$ cat src/rtl/frame_loader_pkg.sv
// Shared types and sizing helpers for the frame loader.
package frame_loader_pkg;

    typedef enum logic [1:0] {
        IDLE = 2'd0,
        FILL = 2'd1,
        DONE = 2'd2
    } fl_state_t;

    localparam int FL_DATA_W_DEFAULT = 10;
    localparam int FL_LOG2_N_DEFAULT = 10;

    function automatic int flFrameLen(input int log2n);
        return 1 << log2n;
    endfunction

    function automatic int flAddrWidth(input int log2n);
        return log2n + 1;
    endfunction

endpackage

$ cat src/rtl/frame_loader_if.sv
// Sample stream, control and RAM-write signals of the frame loader.
interface frame_loader_if
    import frame_loader_pkg::*;
#(
    parameter int DATA_W = FL_DATA_W_DEFAULT,
    parameter int LOG2_N = FL_LOG2_N_DEFAULT
);
    logic              s_valid;
    logic [DATA_W-1:0] s_data;
    logic              s_ready;
    logic              start;
    logic              cont;
    logic              abort;
    logic              busy;
    logic              frame_done;
    logic              bank;
    logic              mem_we;
    logic [LOG2_N:0]   mem_addr;
    logic [DATA_W-1:0] mem_wdata;

    // Master is the sample source plus FFT controller; slave is the loader.
    modport master (
        output s_valid, s_data, start, cont, abort,
        input  s_ready, busy, frame_done, bank, mem_we, mem_addr, mem_wdata
    );

    modport slave (
        input  s_valid, s_data, start, cont, abort,
        output s_ready, busy, frame_done, bank, mem_we, mem_addr, mem_wdata
    );
endinterface

$ cat src/rtl/frame_loader_bit_reverse.sv
// Combinational WIDTH-bit bit reversal used for in-place FFT addressing.
module bit_reverse #(
    parameter int WIDTH = 8
) (
    input  logic [WIDTH-1:0] i_data,
    output logic [WIDTH-1:0] o_data
);
    always_comb begin
        o_data = '0;
        for (int i = 0; i < WIDTH; i++) begin
            o_data[i] = i_data[WIDTH-1-i];
        end
    end
endmodule

$ cat src/rtl/frame_loader.sv
// Ping-pong frame loader: writes one frame of 2**LOG2_N samples into FFT RAM.
// Define FRAME_LOADER_BITREV_EN to write samples at bit-reversed indices.
module frame_loader
    import frame_loader_pkg::*;
#(
    parameter int DATA_W = FL_DATA_W_DEFAULT,
    parameter int LOG2_N = FL_LOG2_N_DEFAULT
) (
    input logic           clk,
    input logic           rst_n,
    frame_loader_if.slave bus
);
    localparam int N      = flFrameLen(LOG2_N);
    localparam int ADDR_W = flAddrWidth(LOG2_N);
    localparam logic [LOG2_N-1:0] LAST_IDX = LOG2_N'(N - 1);

    fl_state_t         r_state;
    logic [LOG2_N-1:0] r_idx;
    logic              r_wrBank;
    logic              r_bank;
    logic              r_frameDone;
    logic              r_memWe;
    logic [ADDR_W-1:0] r_memAddr;
    logic [DATA_W-1:0] r_memWdata;

    logic              w_sReady;
    logic              w_accept;
    logic [LOG2_N-1:0] w_mapIdx;

`ifdef FRAME_LOADER_BITREV_EN
    bit_reverse #(.WIDTH(LOG2_N)) u_bitReverse (
        .i_data (r_idx),
        .o_data (w_mapIdx)
    );
`else
    assign w_mapIdx = r_idx;
`endif

    assign w_sReady = (r_state == FILL);
    assign w_accept = bus.s_valid & w_sReady;

    // A beat accepted alongside abort is still written; only the frame is dropped.
    always_ff @(posedge clk or negedge rst_n) begin
        if (!rst_n) begin
            r_state     <= IDLE;
            r_idx       <= '0;
            r_wrBank    <= 1'b0;
            r_bank      <= 1'b0;
            r_frameDone <= 1'b0;
            r_memWe     <= 1'b0;
            r_memAddr   <= '0;
            r_memWdata  <= '0;
        end else begin
            r_memWe     <= w_accept;
            r_frameDone <= 1'b0;
            if (w_accept) begin
                r_memAddr  <= {r_wrBank, w_mapIdx};
                r_memWdata <= bus.s_data;
                r_idx      <= r_idx + 1'b1;
            end
            case (r_state)
                IDLE: begin
                    if (bus.start) begin
                        r_state <= FILL;
                        r_idx   <= '0;
                    end
                end
                FILL: begin
                    if (bus.abort) begin
                        r_state <= IDLE;
                    end else if (w_accept && (r_idx == LAST_IDX)) begin
                        r_state     <= DONE;
                        r_frameDone <= 1'b1;
                        r_bank      <= r_wrBank;
                        r_wrBank    <= ~r_wrBank;
                    end
                end
                DONE: begin
                    if (bus.abort || !bus.cont) begin
                        r_state <= IDLE;
                    end else begin
                        r_state <= FILL;
                    end
                end
                default: r_state <= IDLE;
            endcase
        end
    end

    assign bus.s_ready    = w_sReady;
    assign bus.busy       = (r_state != IDLE);
    assign bus.frame_done = r_frameDone;
    assign bus.bank       = r_bank;
    assign bus.mem_we     = r_memWe;
    assign bus.mem_addr   = r_memAddr;
    assign bus.mem_wdata  = r_memWdata;
endmodule
$ cat src/flat_wrapper.sv
// flat-port wrapper written by rule: the top's interface ports become plain ports
module frame_loader_flat import frame_loader_pkg::*;
#(
    parameter int DATA_W = FL_DATA_W_DEFAULT,
    parameter int LOG2_N = FL_LOG2_N_DEFAULT
)
  (clk, rst_n, bus_s_valid, bus_s_data, bus_start, bus_cont, bus_abort, bus_s_ready, bus_busy, bus_frame_done, bus_bank, bus_mem_we, bus_mem_addr, bus_mem_wdata);
  frame_loader_if #(.DATA_W(DATA_W), .LOG2_N(LOG2_N)) bus_i ();
  input logic clk;
  input logic rst_n;
  input wire logic [$bits(bus_i.s_valid)-1:0] bus_s_valid;
  input wire logic [$bits(bus_i.s_data)-1:0] bus_s_data;
  input wire logic [$bits(bus_i.start)-1:0] bus_start;
  input wire logic [$bits(bus_i.cont)-1:0] bus_cont;
  input wire logic [$bits(bus_i.abort)-1:0] bus_abort;
  output wire logic [$bits(bus_i.s_ready)-1:0] bus_s_ready;
  output wire logic [$bits(bus_i.busy)-1:0] bus_busy;
  output wire logic [$bits(bus_i.frame_done)-1:0] bus_frame_done;
  output wire logic [$bits(bus_i.bank)-1:0] bus_bank;
  output wire logic [$bits(bus_i.mem_we)-1:0] bus_mem_we;
  output wire logic [$bits(bus_i.mem_addr)-1:0] bus_mem_addr;
  output wire logic [$bits(bus_i.mem_wdata)-1:0] bus_mem_wdata;
  assign bus_i.s_valid = bus_s_valid;
  assign bus_i.s_data = bus_s_data;
  assign bus_i.start = bus_start;
  assign bus_i.cont = bus_cont;
  assign bus_i.abort = bus_abort;
  assign bus_s_ready = bus_i.s_ready;
  assign bus_busy = bus_i.busy;
  assign bus_frame_done = bus_i.frame_done;
  assign bus_bank = bus_i.bank;
  assign bus_mem_we = bus_i.mem_we;
  assign bus_mem_addr = bus_i.mem_addr;
  assign bus_mem_wdata = bus_i.mem_wdata;
  frame_loader #(.DATA_W(DATA_W), .LOG2_N(LOG2_N)) u_core (.clk(clk), .rst_n(rst_n), .bus(bus_i));
endmodule
$ cat config.mk
export PLATFORM = sky130hd
export DESIGN_NAME = frame_loader_flat
export DESIGN_NICKNAME = d
export VERILOG_FILES = /design/src/rtl/frame_loader_pkg.sv /design/src/rtl/frame_loader_if.sv /design/src/rtl/frame_loader_bit_reverse.sv /design/src/rtl/frame_loader.sv /design/src/flat_wrapper.sv
export SDC_FILE = /design/constraint.sdc
export NUM_CORES = 1
export LEC_CHECK = 0
export ABC_AREA = 1
export CAP_MARGIN = 20
export CORE_UTILIZATION = 44
export CTS_BUF_LIST = sky130_fd_sc_hd__clkbuf_4 sky130_fd_sc_hd__clkbuf_8
export DETAILED_ROUTE_END_ITERATION = 8
export HOLD_SLACK_MARGIN = 0.05
export PLACE_DENSITY = 0.78
export SYNTH_ARGS = -nofsm -noshare
export SYNTH_HDL_FRONTEND = slang
export SYNTH_HIERARCHICAL = 1
export SYNTH_SLANG_ARGS = --single-unit
$ cat constraint.sdc
create_clock -name clk -period 1.25 [get_ports clk]
set_clock_uncertainty 0.1 [all_clocks]
set_input_delay 0.25 -clock clk [delete_from_list [all_inputs] [get_ports clk]]
set_output_delay 0.25 -clock clk [all_outputs]
set_load 0.01 [all_outputs]
==> results.txt, run 1 <==
- The share of the synthesized area in compound gates (AO/OA/AOI/OAI) is 0.07476.
- Final wirelength: 4.356 mm
* Crit path capture type: flip-flop
- Violated checks: negative setup slack
* Initial antenna violation count: 0
- After layout, the minimum clock period comes to 1.735 ns.
* Synthesized netlist cell count: 177
- Clock tree root buffer cell: sky130_fd_sc_hd__clkbuf_4
- CTS H-Tree Depth: 2
- For this run, the register share of the synthesized area comes to 0.5949.
* Main combinational cell family by area after synthesis: simple AND/OR/NAND/NOR gates
- Of the post-synthesis cell area, the dominant cell type holds 0.5949.
* PnR worst setup slack: -0.4850 ns
* Largest stage delay on the critical path: 0.43 ns
- Total power for the finished layout comes to 3.015 mW.
- Clk Latency, worst-skew pair: 0.34 ns
- I/O pin count: 42
- Slowest library cell on the worst path: sky130_fd_sc_hd__dfrtp_1
* Largest net degree at the start of global routing: 38
- Across the run, the number of max-cap violations was 0.
- The clock passes through at most 2 buffers.
- Of all nets on the critical path, the largest fanout is 7.
- Signal arrival time at the worst endpoint: 1.87 ns
* Result of the run: complete, but fails checks
- From bottom edge to top edge, the die measures 61.48 µm.
- Critical path launch point type: flip-flop
- After the first detailed-routing iteration, the DRC count stood at 77.
* Post-route DRC: 0
* FILL cells: 251
- Synth area leaders: sky130_fd_sc_hd__dfrtp_1 (59%), sky130_fd_sc_hd__nand2_1 (14%), sky130_fd_sc_hd__o21ai_0 (5.1%), sky130_fd_sc_hd__nor2_1 (3.9%), sky130_fd_sc_hd__inv_1 (3.6%)
* Final Setup Violations: 38
- The number of nets in the synthesized netlist is 194.
- Routability-driven placement finished with a final weighted congestion of 0.8217.
* Count of final hold-check violations: 0
- The finished layout holds 322 standard cells, fillers aside.
* Clock input transition at the sequential cells of the worst setup and hold paths: 0.11 ns
- For this run, the total global-route usage over all layers was measured as 0.2221.
* Top cell type by total area after synthesis: sky130_fd_sc_hd__dfrtp_1
* Total area of multi-input combinational cells: 673.1 µm²
* Initial DRT Pass Iterations: 4
- For the pin with the worst max-slew slack, the measured transition is 0.3012 ns.
* Kind of critical path: flip-flop to flip-flop
* Required time of the critical path: 1.38 ns
* Mean Syn Cell Area: 8.794 µm²
- FF+latch area: 927.1 µm²
- The number of global-route vias before repair came to 1407.
* Post-synthesis to final-layout area growth: 66.72%
- Counting tap cells, the placed design contains a total of 286 instances.
* Clock Sink Count: 37
* Cell area after technology mapping: 0.001556 mm²
- Of the total synthesized cell area, the portion taken by full adders, half adders and majority gates is 0.008039.
- During placement, the flow inserted port buffers numbering 41.
- The tightest min-delay check is of the input port to async pin type.
- The critical path goes through inv_2 -> nor2_4 -> buf_6 -> nand2_8 -> buf_8 -> o21ai_0 -> nor3b_2.
- Total power divided by cell area: 1162 mW/mm²
* Routed wire length per instance: 13.53 µm
* First-pass GRT wire length: 6.003 mm
- The initial utilization of the core area, before any placement, comes to 0.4628.
* Static leakage power: 1.357 nW
* Final antenna diode count: 0
- Rows: 21
* RSZ-0062 raised after global routing: yes
- The Yosys step of the flow raised 6 warnings.
- TritonCTS built the clock tree.
* Post-Synth Simple-Gate Area: 0.2564
* Headroom to the max-slew limit: 0.7971
- Die boundary width: 61.48 µm
- The portion of synthesized area spent on multiplexers is 0.
- Max-slew violations: 0
* Number of vias per cell after detailed routing: 4.863
- The die covers 0.003779 mm².
- Placeable Area: 0.003363 mm²
- Synthesis inferred 37 register bits.
- Derived from the worst setup path, the maximum achievable clock frequency is 576.4 MHz.
* Fraction of layout cells with a size suffix above 1: 0.4420
* Vias after detailed routing: 1566
- In the finished design, the share of the clock period the worst path needs comes to 1.388.
* Antenna-violating nets left: 0
* Post-layout nets: 292
- HPWL after detailed placement: 2.659 mm
* Synth cell types: 22
- The total overflow left after global routing is 0.
* Maximum ir drop on the vdd rail: 0.7498 mV
- Share of the synthesized netlist area taken by xor and xnor gates: 0.005627
- Clock buffer count from CTS: 5
- Prior to clock tree synthesis, the placed netlist has a worst setup slack of -0.5184 ns.
==> synth_stat cells <==
| cell type | number |
|---|---|
| sky130_fd_sc_hd__inv_1 | 15 |
| sky130_fd_sc_hd__buf_2 | 4 |
| sky130_fd_sc_hd__ha_1 | 1 |
| sky130_fd_sc_hd__o21ai_0 | 16 |
| sky130_fd_sc_hd__nand2_4 | 1 |
| sky130_fd_sc_hd__a21oi_1 | 4 |
| sky130_fd_sc_hd__nor3_2 | 1 |
| sky130_fd_sc_hd__nand2_1 | 59 |
| sky130_fd_sc_hd__inv_4 | 1 |
| sky130_fd_sc_hd__dfrtp_1 | 37 |
| sky130_fd_sc_hd__inv_2 | 3 |
| sky130_fd_sc_hd__nor3b_1 | 1 |
| sky130_fd_sc_hd__nand4_1 | 2 |
| sky130_fd_sc_hd__nor2_1 | 16 |
| sky130_fd_sc_hd__nor3_1 | 4 |
| sky130_fd_sc_hd__a211oi_1 | 1 |
| sky130_fd_sc_hd__a41oi_1 | 1 |
| sky130_fd_sc_hd__nor2_4 | 1 |
| sky130_fd_sc_hd__xor2_1 | 1 |
| sky130_fd_sc_hd__nor4_1 | 2 |
| sky130_fd_sc_hd__nand3b_1 | 1 |
| sky130_fd_sc_hd__nand3_1 | 5 |
==> power breakdown <==
part           switching (mW)  leakage [nW]  internal (mW)
logic                   0.437         0.824          0.469
clock network           0.383        0.0413          0.326
registers              0.0749         0.491           1.33
==> per-layer routing <==
layer | part of all wire | track usage | routed length (µm)
met3 | 0.055 | 0.05672 | 241
met2 | 0.53 | 0.3835 | 2307
met1 | 0.40 | 0.2722 | 1747
met5 | 0 | 0 | 0
met4 | 0.014 | 0.07302 | 59
==> final timing paths <==
path,start,endpoint,slack (ns),cells past startpoint
min,rst_n,u_core/bus.mem_wdata[0],0.29,3
max,u_core/r_state[0],u_core/r_idx[2],-0.49,7
min reg2reg,u_core/bus.bank,u_core/bus.bank,0.39,2
min in group clk,bus_s_data[0],u_core/bus.mem_wdata[0],0.34,3
max in group asynchronous,rst_n,u_core/r_state[1],0.54,3
max reg2reg,u_core/r_state[0],u_core/r_idx[2],-0.49,7
==> flip-flops by register name, indices dropped and copies added, names as in the netlist <==
| name | count |
|---|---|
| u_core/bus.mem_addr | 11 |
| u_core/bus.frame_done | 1 |
| u_core/bus.mem_wdata | 10 |
| u_core/r_wrBank | 1 |
| u_core/r_state | 2 |
| u_core/bus.mem_we | 1 |
| u_core/r_idx | 10 |
| u_core/bus.bank | 1 |
==> cells by family after synthesis <==
logic type,count (synthesis)
simple gates,93
flops,37
buf+inv,23
compound gates,22
xor+xnor,1
fa+ha+maj,1
==> cell type report <==
type                            instances  area share
Clock inverter                          1    0.001929
Multi-Input combinational cell        117      0.2594
Tap cell                               46     0.02218
Sequential cell                        37      0.3573
Timing Repair Buffer                   95      0.3057
Inverter                               19     0.02845
Clock buffer                            7     0.02507
==> timing repair <==
item / in CTS / in global routing
pin swaps: 10 / 15
endpoints found under the setup margin: 63 / 58
setup buffers: 16 / 9
hold buffers: 1 / 0
gates cloned: 0 / 2
endpoints found under the hold margin: 37 / 0
resized for setup: 124 / 36
==> critical path, delay by kind of cell (launching register included) <==
family | cells | cell delay [ns]
buf+inv | 3 | 0.35
simple gates | 3 | 0.48
compound gates | 1 | 0.27
flops | 1 | 0.43
==> layout by cell type, fill, tap and decap left out, types with 5 or more instances in the layout <==
| cell type | count |
|---|---|
| sky130_fd_sc_hd__nand2_1 | 54 |
| sky130_fd_sc_hd__buf_4 | 43 |
| sky130_fd_sc_hd__dfrtp_1 | 36 |
| sky130_fd_sc_hd__buf_2 | 23 |
| sky130_fd_sc_hd__clkdlybuf4s50_1 | 14 |
| sky130_fd_sc_hd__inv_1 | 12 |
| sky130_fd_sc_hd__nor2_1 | 9 |
| sky130_fd_sc_hd__buf_6 | 8 |
| sky130_fd_sc_hd__o21ai_0 | 8 |
| sky130_fd_sc_hd__inv_2 | 6 |
| sky130_fd_sc_hd__clkbuf_4 | 5 |
| sky130_fd_sc_hd__o21ai_1 | 5 |
==> per-stage QoR <==
step                      setup TNS [ns]  area [µm²]  hold WS [ns]  utilization
after floorplan                 -0.09549        1562       -0.1456            -
after global placement            -8.905        2212        0.1260       0.6577
after detailed placement          -10.09        2212        0.1280       0.6577
after CTS                         -5.426        2340        0.2964       0.6957
after global routing              -9.393        2595        0.3028       0.7716
final                             -6.923        2595        0.2899       0.7716
(Power assumes the default switching activity.)
==> inputs of run 2 (changes only) <==
--- a/config.mk
+++ b/config.mk
@@ -9,6 +9,7 @@
 export CAP_MARGIN = 20
 export CORE_UTILIZATION = 44
 export CTS_BUF_LIST = sky130_fd_sc_hd__clkbuf_4 sky130_fd_sc_hd__clkbuf_8
+export CTS_CLUSTER_DIAMETER = 80
 export DETAILED_ROUTE_END_ITERATION = 8
 export HOLD_SLACK_MARGIN = 0.05
 export PLACE_DENSITY = 0.78
@@ -16,3 +17,4 @@
 export SYNTH_HDL_FRONTEND = slang
 export SYNTH_HIERARCHICAL = 1
 export SYNTH_SLANG_ARGS = --single-unit
+export TNS_END_PERCENT = 20
==> run 2 against run 1 <==
Net effect: the flow still finishes with violations (negative setup slack); via count is 7.5% lower; largest cell class unchanged; register-to-register slack better by 0.16 ns; final cell count is 6.5% lower.
==> results.txt, run 2 (same netlist as run 1, synthesis figures left out) <==
* Signal arrival time at the worst endpoint: 1.72 ns (-0.15 ns)
- Max-slew violations: 0 (unchanged)
* Cell family contributing the most delay on the critical path: simple AND/OR/NAND/NOR gates
- Leaving out fill and tap cells, the most frequent cells in the layout are sky130_fd_sc_hd__nand2_1 (58), sky130_fd_sc_hd__dfrtp_1 (36), sky130_fd_sc_hd__buf_4 (27).
* Die boundary width: 61.48 µm (unchanged)
* Initial antenna violation count: 0 (unchanged)
- FILL cells: 286 (+14%)
* TritonCTS clock tree: built
* Rows: 21 (unchanged)
- Biggest fanout along the worst timing path: 6 (-1)
* Die height: 61.48 µm (unchanged)
- The final hold slack was 0.2849 ns (-0.004964 ns).
* Combined global-route utilization of all metal layers: 0.2106 (-0.01145)
* Number of flip-flops under the largest register name: 11 (unchanged)
* Initial DRT Pass Iterations: 3 (-1)
- Post-layout nets: 271 (-7.2%)
- The delay contributed by the slowest stage of the critical path came to 0.38 ns (-0.05 ns).
- The first-pass GRT wire length is 5.747 mm (-4.3%).
* Post-synthesis to final-layout area growth: 51.37%
- Final critical path time including I/O delays and setup: 1.573 ns (-0.1623 ns)
- The global placement routability congestion is 0.8301 (+1.0%).
- The final hold violation count was 0 (unchanged).
* Headroom to the max-slew limit: 0.8077 (+0.01067)
- The part of the cycle the worst path needs came to 1.258 (-0.1298).
- The overall via count from detail_route was 1449 (-7.5%).
* Post-route DRC: 0 (unchanged)
- The final worst-path setup slack is -0.3227 ns (+0.1623 ns).
* I/O pin count: 42 (unchanged)
- The total number of clock tree sinks came to 37 (unchanged).
- Gr ovfl total: 0 (unchanged)
* Actual slew at the worst max-slew pin: 0.2875 ns (-0.01369 ns)
- Max-cap check violation count: 0 (unchanged)
* Maximum buffer depth of the clock tree: 2 (unchanged)
* Routed wire length per instance: 12.09 µm (-11%)
- Crit path capture type: flip-flop
* Violated checks: negative setup slack
- The highest clock rate was 635.8 MHz (+10%).
* Clk Latency, worst-skew pair: 0.34 ns (about the same)
- Total power divided by cell area: 1341 mW/mm² (+15%)
- Required time of the critical path: 1.40 ns (+0.02 ns)
- The signal on the critical path passes through buf_6 -> inv_4 -> nor2_4 -> buf_6 -> nand2_8 -> nor2_4 -> nand3b_1 -> nor4_4.
- Slowest library cell on the worst path: sky130_fd_sc_hd__dfrtp_1
- The largest net degree at the start of global routing came to 38 (unchanged).
- Maximum ir drop on the vdd rail: 0.9999 mV (+33%)
* Clock tree root buffer cell: sky130_fd_sc_hd__clkbuf_4
- The number of diodes added for antenna fixing came to 0 (unchanged).
- The placeable core area is 0.003363 mm² (unchanged).
- The final setup violation count is 38 (unchanged).
- Crit path buffers/inverters: 3 (unchanged)
- Starting utilization of the core area: 0.4628 (unchanged)
- Leading cell type in the layout, fill and taps excluded: sky130_fd_sc_hd__nand2_1
* Worst setup timing slack at the placement stage: -0.4875 ns (+0.03095 ns)
- Critical path launch point type: flip-flop
- Fraction of layout cells with a size suffix above 1: 0.3373 (-0.1048)
- The number of nets with antenna violations after detailed routing came to 0 (unchanged).
- Clock buffer count from CTS: 5 (unchanged)
- Initial DRC Count: 61 (-21%)
* RSZ-0062 raised after global routing: yes
* Die area: 0.003779 mm² (unchanged)
* Clock input transition at the sequential cells of the worst setup and hold paths: 0.11 ns (about the same)
* Final wirelength: 3.639 mm (-16%)
* Number of vias per cell after detailed routing: 4.814 (-1.0%)
- The leakage power of the design came to 1.191 nW (-12%).
- The run finished, with violations left.
- The number of global-route vias before repair was 1346 (-4.3%).
- The setup path with the least slack is of type flip-flop to flip-flop.
* Port Buffer Count: 41 (unchanged)
* Worst min-delay path class: input port to async pin
* HPWL after detailed placement: 2.506 mm (-5.7%)
- CTS H-Tree Depth: 2 (unchanged)
run 2: cell count changes in the layout (fill, tap and decap cells not counted), moves of 3 or more:
| cell | delta |
|---|---|
| sky130_fd_sc_hd__buf_4 | -16 |
| sky130_fd_sc_hd__buf_8 | -3 |
| sky130_fd_sc_hd__nand2_2 | -3 |
| sky130_fd_sc_hd__o21ai_0 | +5 |
| sky130_fd_sc_hd__nand2_1 | +4 |
| sky130_fd_sc_hd__inv_1 | +3 |
| sky130_fd_sc_hd__o21ai_2 | -3 |
| sky130_fd_sc_hd__inv_2 | -4 |
run 2: through the flow:
stage	std cells	cell area [µm²]	power, mW	TNS (ns)	utilization
after floorplan	177	1562	1.688	-0.09549	-
after global placement	285	2205	2.120	-8.960	0.6555
after detailed placement	285	2205	2.141	-10.36	0.6555
after CTS	300	2267	3.097	-6.678	0.6741
after global routing	301	2356	3.323	-8.946	0.7005
final	301	2356	3.159	-5.922	0.7005
run 2: power by group:
part	internal [mW]	leakage, nW	switching, mW	total, mW
logic	0.377	0.644	0.361	0.738
registers	1.33	0.491	0.0778	1.40
clock network	0.619	0.0552	0.398	1.02
total	2.32	1.19	0.837	3.16
run 2: final timing paths:
| kind | slack [ns] | cells after the start | endpoint | startpoint |
|---|---|---|---|---|
| setup / recovery | -0.32 | 8 | u_core/r_state[1] | u_core/r_state[0] |
| hold / removal | 0.28 | 3 | u_core/bus.mem_addr[3] | rst_n |
| setup reg to reg | -0.32 | 8 | u_core/r_state[1] | u_core/r_state[0] |
| hold reg to reg | 0.39 | 2 | u_core/bus.mem_wdata[8] | u_core/bus.mem_wdata[8] |
| max in group asynchronous | 0.57 | 3 | u_core/r_state[1] | rst_n |
| min in group clk | 0.33 | 3 | u_core/bus.mem_wdata[1] | bus_s_data[1] |
run 2: area by class of cell:
class	count	area [µm²]	area share
Timing Repair Buffer	74	584.3	0.2480
Clock buffer	5	37.54	0.01593
Clock inverter	3	65.06	0.02762
Sequential cell	37	927.1	0.3935
Multi-Input combinational cell	117	608.1	0.2581
Tap cell	46	57.56	0.02443
Inverter	19	76.32	0.03240
run 2: tightest hold or removal path, cell delays in order:
cell and delay [ns]:
sky130_fd_sc_hd__dlygate4sd3_1 0.52, sky130_fd_sc_hd__buf_2 0.12, sky130_fd_sc_hd__buf_12 0.21
run 2: what timing repair did:
| action | 4_1_cts | 5_1_grt |
|---|---|---|
| pin swaps | 0 | 7 |
| resized for setup | 113 | 18 |
| hold endpoints to repair | 37 | 0 |
| hold buffers | 1 | 0 |
| endpoints found under the setup margin | 62 | 59 |
| buffers inserted | 6 | 1 |
run 2: routing by layer:
metal	GRT usage	wire, µm
met5	0	0
met4	0.08889	50
met3	0.03782	84
met2	0.3447	1894
met1	0.2772	1609
==> inputs of run 3 (changes only) <==
--- a/config.mk
+++ b/config.mk
@@ -13,6 +13,7 @@
 export DETAILED_ROUTE_END_ITERATION = 8
 export HOLD_SLACK_MARGIN = 0.05
 export PLACE_DENSITY = 0.78
+export SKIP_LAST_GASP = 1
 export SYNTH_ARGS = -nofsm -noshare
 export SYNTH_HDL_FRONTEND = slang
 export SYNTH_HIERARCHICAL = 1
==> run 3 against run 2 <==
Net effect: the run still ends with negative setup slack left; hold slack worse by 0.0016 ns; global-route usage barely moved; die area unchanged; routed wire length down 0.82%; maximum frequency down 0.39%.
==> results.txt, run 3 (same netlist as run 1, synthesis figures left out) <==
* RSZ-0062 raised after global routing: yes
* Gr ovfl total: 0 (unchanged)
- Post-route cell area: 0.002372 mm² (+0.69%)
* I/O pin count: 42 (unchanged)
* Sum of internal, switching and leakage power: 3.108 mW (-1.6%)
* Initial antenna violation count: 0 (unchanged)
* Count of final hold-check violations: 0 (unchanged)
* Signal arrival time at the worst endpoint: 1.75 ns (+0.03 ns)
* Routed wire length per instance: 11.99 µm (-0.82%)
- The number of buffers created by CTS is 5 (unchanged).
* Gp weighted congestion: 0.8301 (unchanged)
- Compared with the post-synthesis result, the final layout area differs by 52.41%.
- The final net count is 271 (unchanged).
* Cell-internal power: 2.298 mW (-1.0%)
- Leading cell type in the layout, fill and taps excluded: sky130_fd_sc_hd__nand2_1
* Final wirelength: 3.609 mm (-0.82%)
- Post-route DRC: 0 (unchanged)
* Die area: 0.003779 mm² (unchanged)
- The placed standard-cell area was 0.002205 mm² (unchanged).
- CTS placed an instance of sky130_fd_sc_hd__clkbuf_4 at the clock tree root.
- The switching power came to 0.8105 mW (-3.2%).
* Final Setup Violations: 53 (+39%)
- The largest net degree at the start of global routing is 38 (unchanged).
- Port Buffer Count: 41 (unchanged)
- The die extent in y is 61.48 µm (unchanged).
- The proportion of power drawn by flip-flops and latches was 0.448 (+0.004).
- CTS H-Tree Depth: 2 (unchanged)
- Antenna-violating nets left: 0 (unchanged)
* Switching part of the total power: 0.2608 (-0.004194)
* Max-slew violations: 0 (unchanged)
- The clock-pin slew on the worst setup and hold paths is 0.11 ns (about the same).
- The final period demand of the worst path came to 1.579 ns (+0.006196 ns).
- Combined global-route utilization of all metal layers: 0.2102 (-0.0004462)
- HPWL after detailed placement: 2.506 mm (unchanged)
- The violation count after the first detailed-routing iteration was 41 (-33%).
* Maximum buffer depth of the clock tree: 2 (unchanged)
- The first-pass iteration count of the detailed router is 4 (+1).
- Kind of critical path: flip-flop to flip-flop
- Final cell count without fillers: 301 (unchanged)
- The worst-case setup slack after placement was -0.4875 ns (unchanged).
* Number of cells in the design after placement: 285 (unchanged)
* Number of vias per cell after detailed routing: 4.721 (-1.9%)
- Worst min-delay path class: input port to async pin
* TritonCTS clock tree: built
- The highest clock rate is 633.3 MHz (-0.39%).
* Rows: 21 (unchanged)
* Starting utilization of the core area: 0.4628 (unchanged)
- The part of the cycle the worst path needs came to 1.263 (+0.004957).
- In the layout the commonest cells are sky130_fd_sc_hd__nand2_1 (58), sky130_fd_sc_hd__dfrtp_1 (36), sky130_fd_sc_hd__buf_4 (28).
- Maximum ir drop on the vdd rail: 0.9416 mV (-5.8%)
- The largest fanout on the critical path is 6 (unchanged).
* PnR worst setup slack: -0.3289 ns (-0.006196 ns)
- The first-pass GRT wire length came to 5.733 mm (-0.24%).
- Crit path capture type: flip-flop
- The slew at the pin with the worst max-slew slack is 0.2603 ns (-0.02724 ns).
- Share of total power in the clock network: 0.324 (+0.002)
- Number of flip-flops under the largest register name: 11 (unchanged)
* Vias after detailed routing: 1421 (-1.9%)
* Vias in the first global route: 1344 (-0.15%)
- The worst path required time came to 1.42 ns (+0.02 ns).
- The total number of clock tree sinks came to 37 (unchanged).
* Static leakage power: 1.215 nW (+2.0%)
* Total power divided by cell area: 1310 mW/mm² (-2.3%)
- The number of max-capacitance violations reported was 0 (unchanged).
- Final antenna diode count: 0 (unchanged)
* Fraction of layout cells with a size suffix above 1: 0.2863 (-0.05098)
* Violated checks: negative setup slack
- The die boundary width was 61.48 µm (unchanged).
- Logic gate share of total power: 0.228 (-0.006)
- Result of the run: complete, but fails checks
* Critical path launch point type: flip-flop
- The placeable core area is 0.003363 mm² (unchanged).
- The relative slew slack came to 0.8259 (+0.01820).
- Clk Latency, worst-skew pair: 0.34 ns (about the same)
## run 3: repair_timing
item | 4_1_cts | 5_1_grt
setup endpoints to repair | 62 | 63
buffers inserted | 6 | 2
pin swaps | 0 | 7
endpoints found under the hold margin | 37 | 0
hold buffers | 1 | 0
gates resized for setup | 67 | 16
## run 3: area by class of cell
class / count / area [µm²]
Multi-Input combinational cell: 117 / 606.8
Timing Repair Buffer: 74 / 601.8
Sequential cell: 37 / 927.1
Tap cell: 46 / 57.56
Clock buffer: 5 / 37.54
Clock inverter: 3 / 65.06
Fill cell: 289 / 991.0
Inverter: 19 / 76.32
## run 3: worst max-delay path, cell delays in order, from the launching register on
cell	delay, ns
sky130_fd_sc_hd__dfrtp_1	0.38
sky130_fd_sc_hd__buf_6	0.11
sky130_fd_sc_hd__inv_4	0.03
sky130_fd_sc_hd__nor2_4	0.08
sky130_fd_sc_hd__buf_6	0.12
sky130_fd_sc_hd__nand2_8	0.07
sky130_fd_sc_hd__nor2_4	0.11
sky130_fd_sc_hd__nand3b_1	0.19
sky130_fd_sc_hd__nand2_1	0.12
sky130_fd_sc_hd__nand2_1	0.07
sky130_fd_sc_hd__nor2_1	0.12
## run 3: worst paths after layout
path | start | endpoint | slack [ns] | depth (start not counted)
min in group clk | bus_s_data[1] | u_core/bus.mem_wdata[1] | 0.33 | 3
worst max register to register | u_core/r_state[0] | u_core/r_idx[8] | -0.33 | 10
worst min register to register | u_core/bus.mem_addr[1] | u_core/bus.mem_addr[1] | 0.38 | 2
max in group asynchronous | rst_n | u_core/r_state[1] | 0.57 | 3
worst min-delay path | rst_n | u_core/bus.mem_wdata[0] | 0.28 | 3
worst max-delay path | u_core/r_state[0] | u_core/r_idx[8] | -0.33 | 10
## run 3: power by group through the flow
stage	Combinational (mW)	Sequential, mW	Clock, mW
6_report	0.709	1.39	1.01
2_1_floorplan	0.218	1.47	0
4_1_cts	0.681	1.39	1.03
5_1_grt	0.790	1.41	1.08
3_3_place_gp	0.703	1.42	0
3_5_place_dp	0.720	1.42	0
## run 3: stage by stage
stage / TNS, ns / utilization / hold WS (ns)
floorplan: -0.09549 / - / -0.1456
global placement: -8.960 / 0.6555 / 0.1255
detailed placement: -10.36 / 0.6555 / 0.1353
CTS: -9.266 / 0.6879 / 0.2867
global route: -11.19 / 0.7054 / 0.3165
finish: -7.615 / 0.7054 / 0.2833
## run 3: routing by layer
metal / GRT usage / wire length (µm) / vias to the layer above
met5: 0 / 0 / -
met4: 0.08889 / 41 / 0
met3: 0.03782 / 95 / 4
met2: 0.3401 / 1822 / 29
met1: 0.2799 / 1649 / 672
li1: - / - / 716
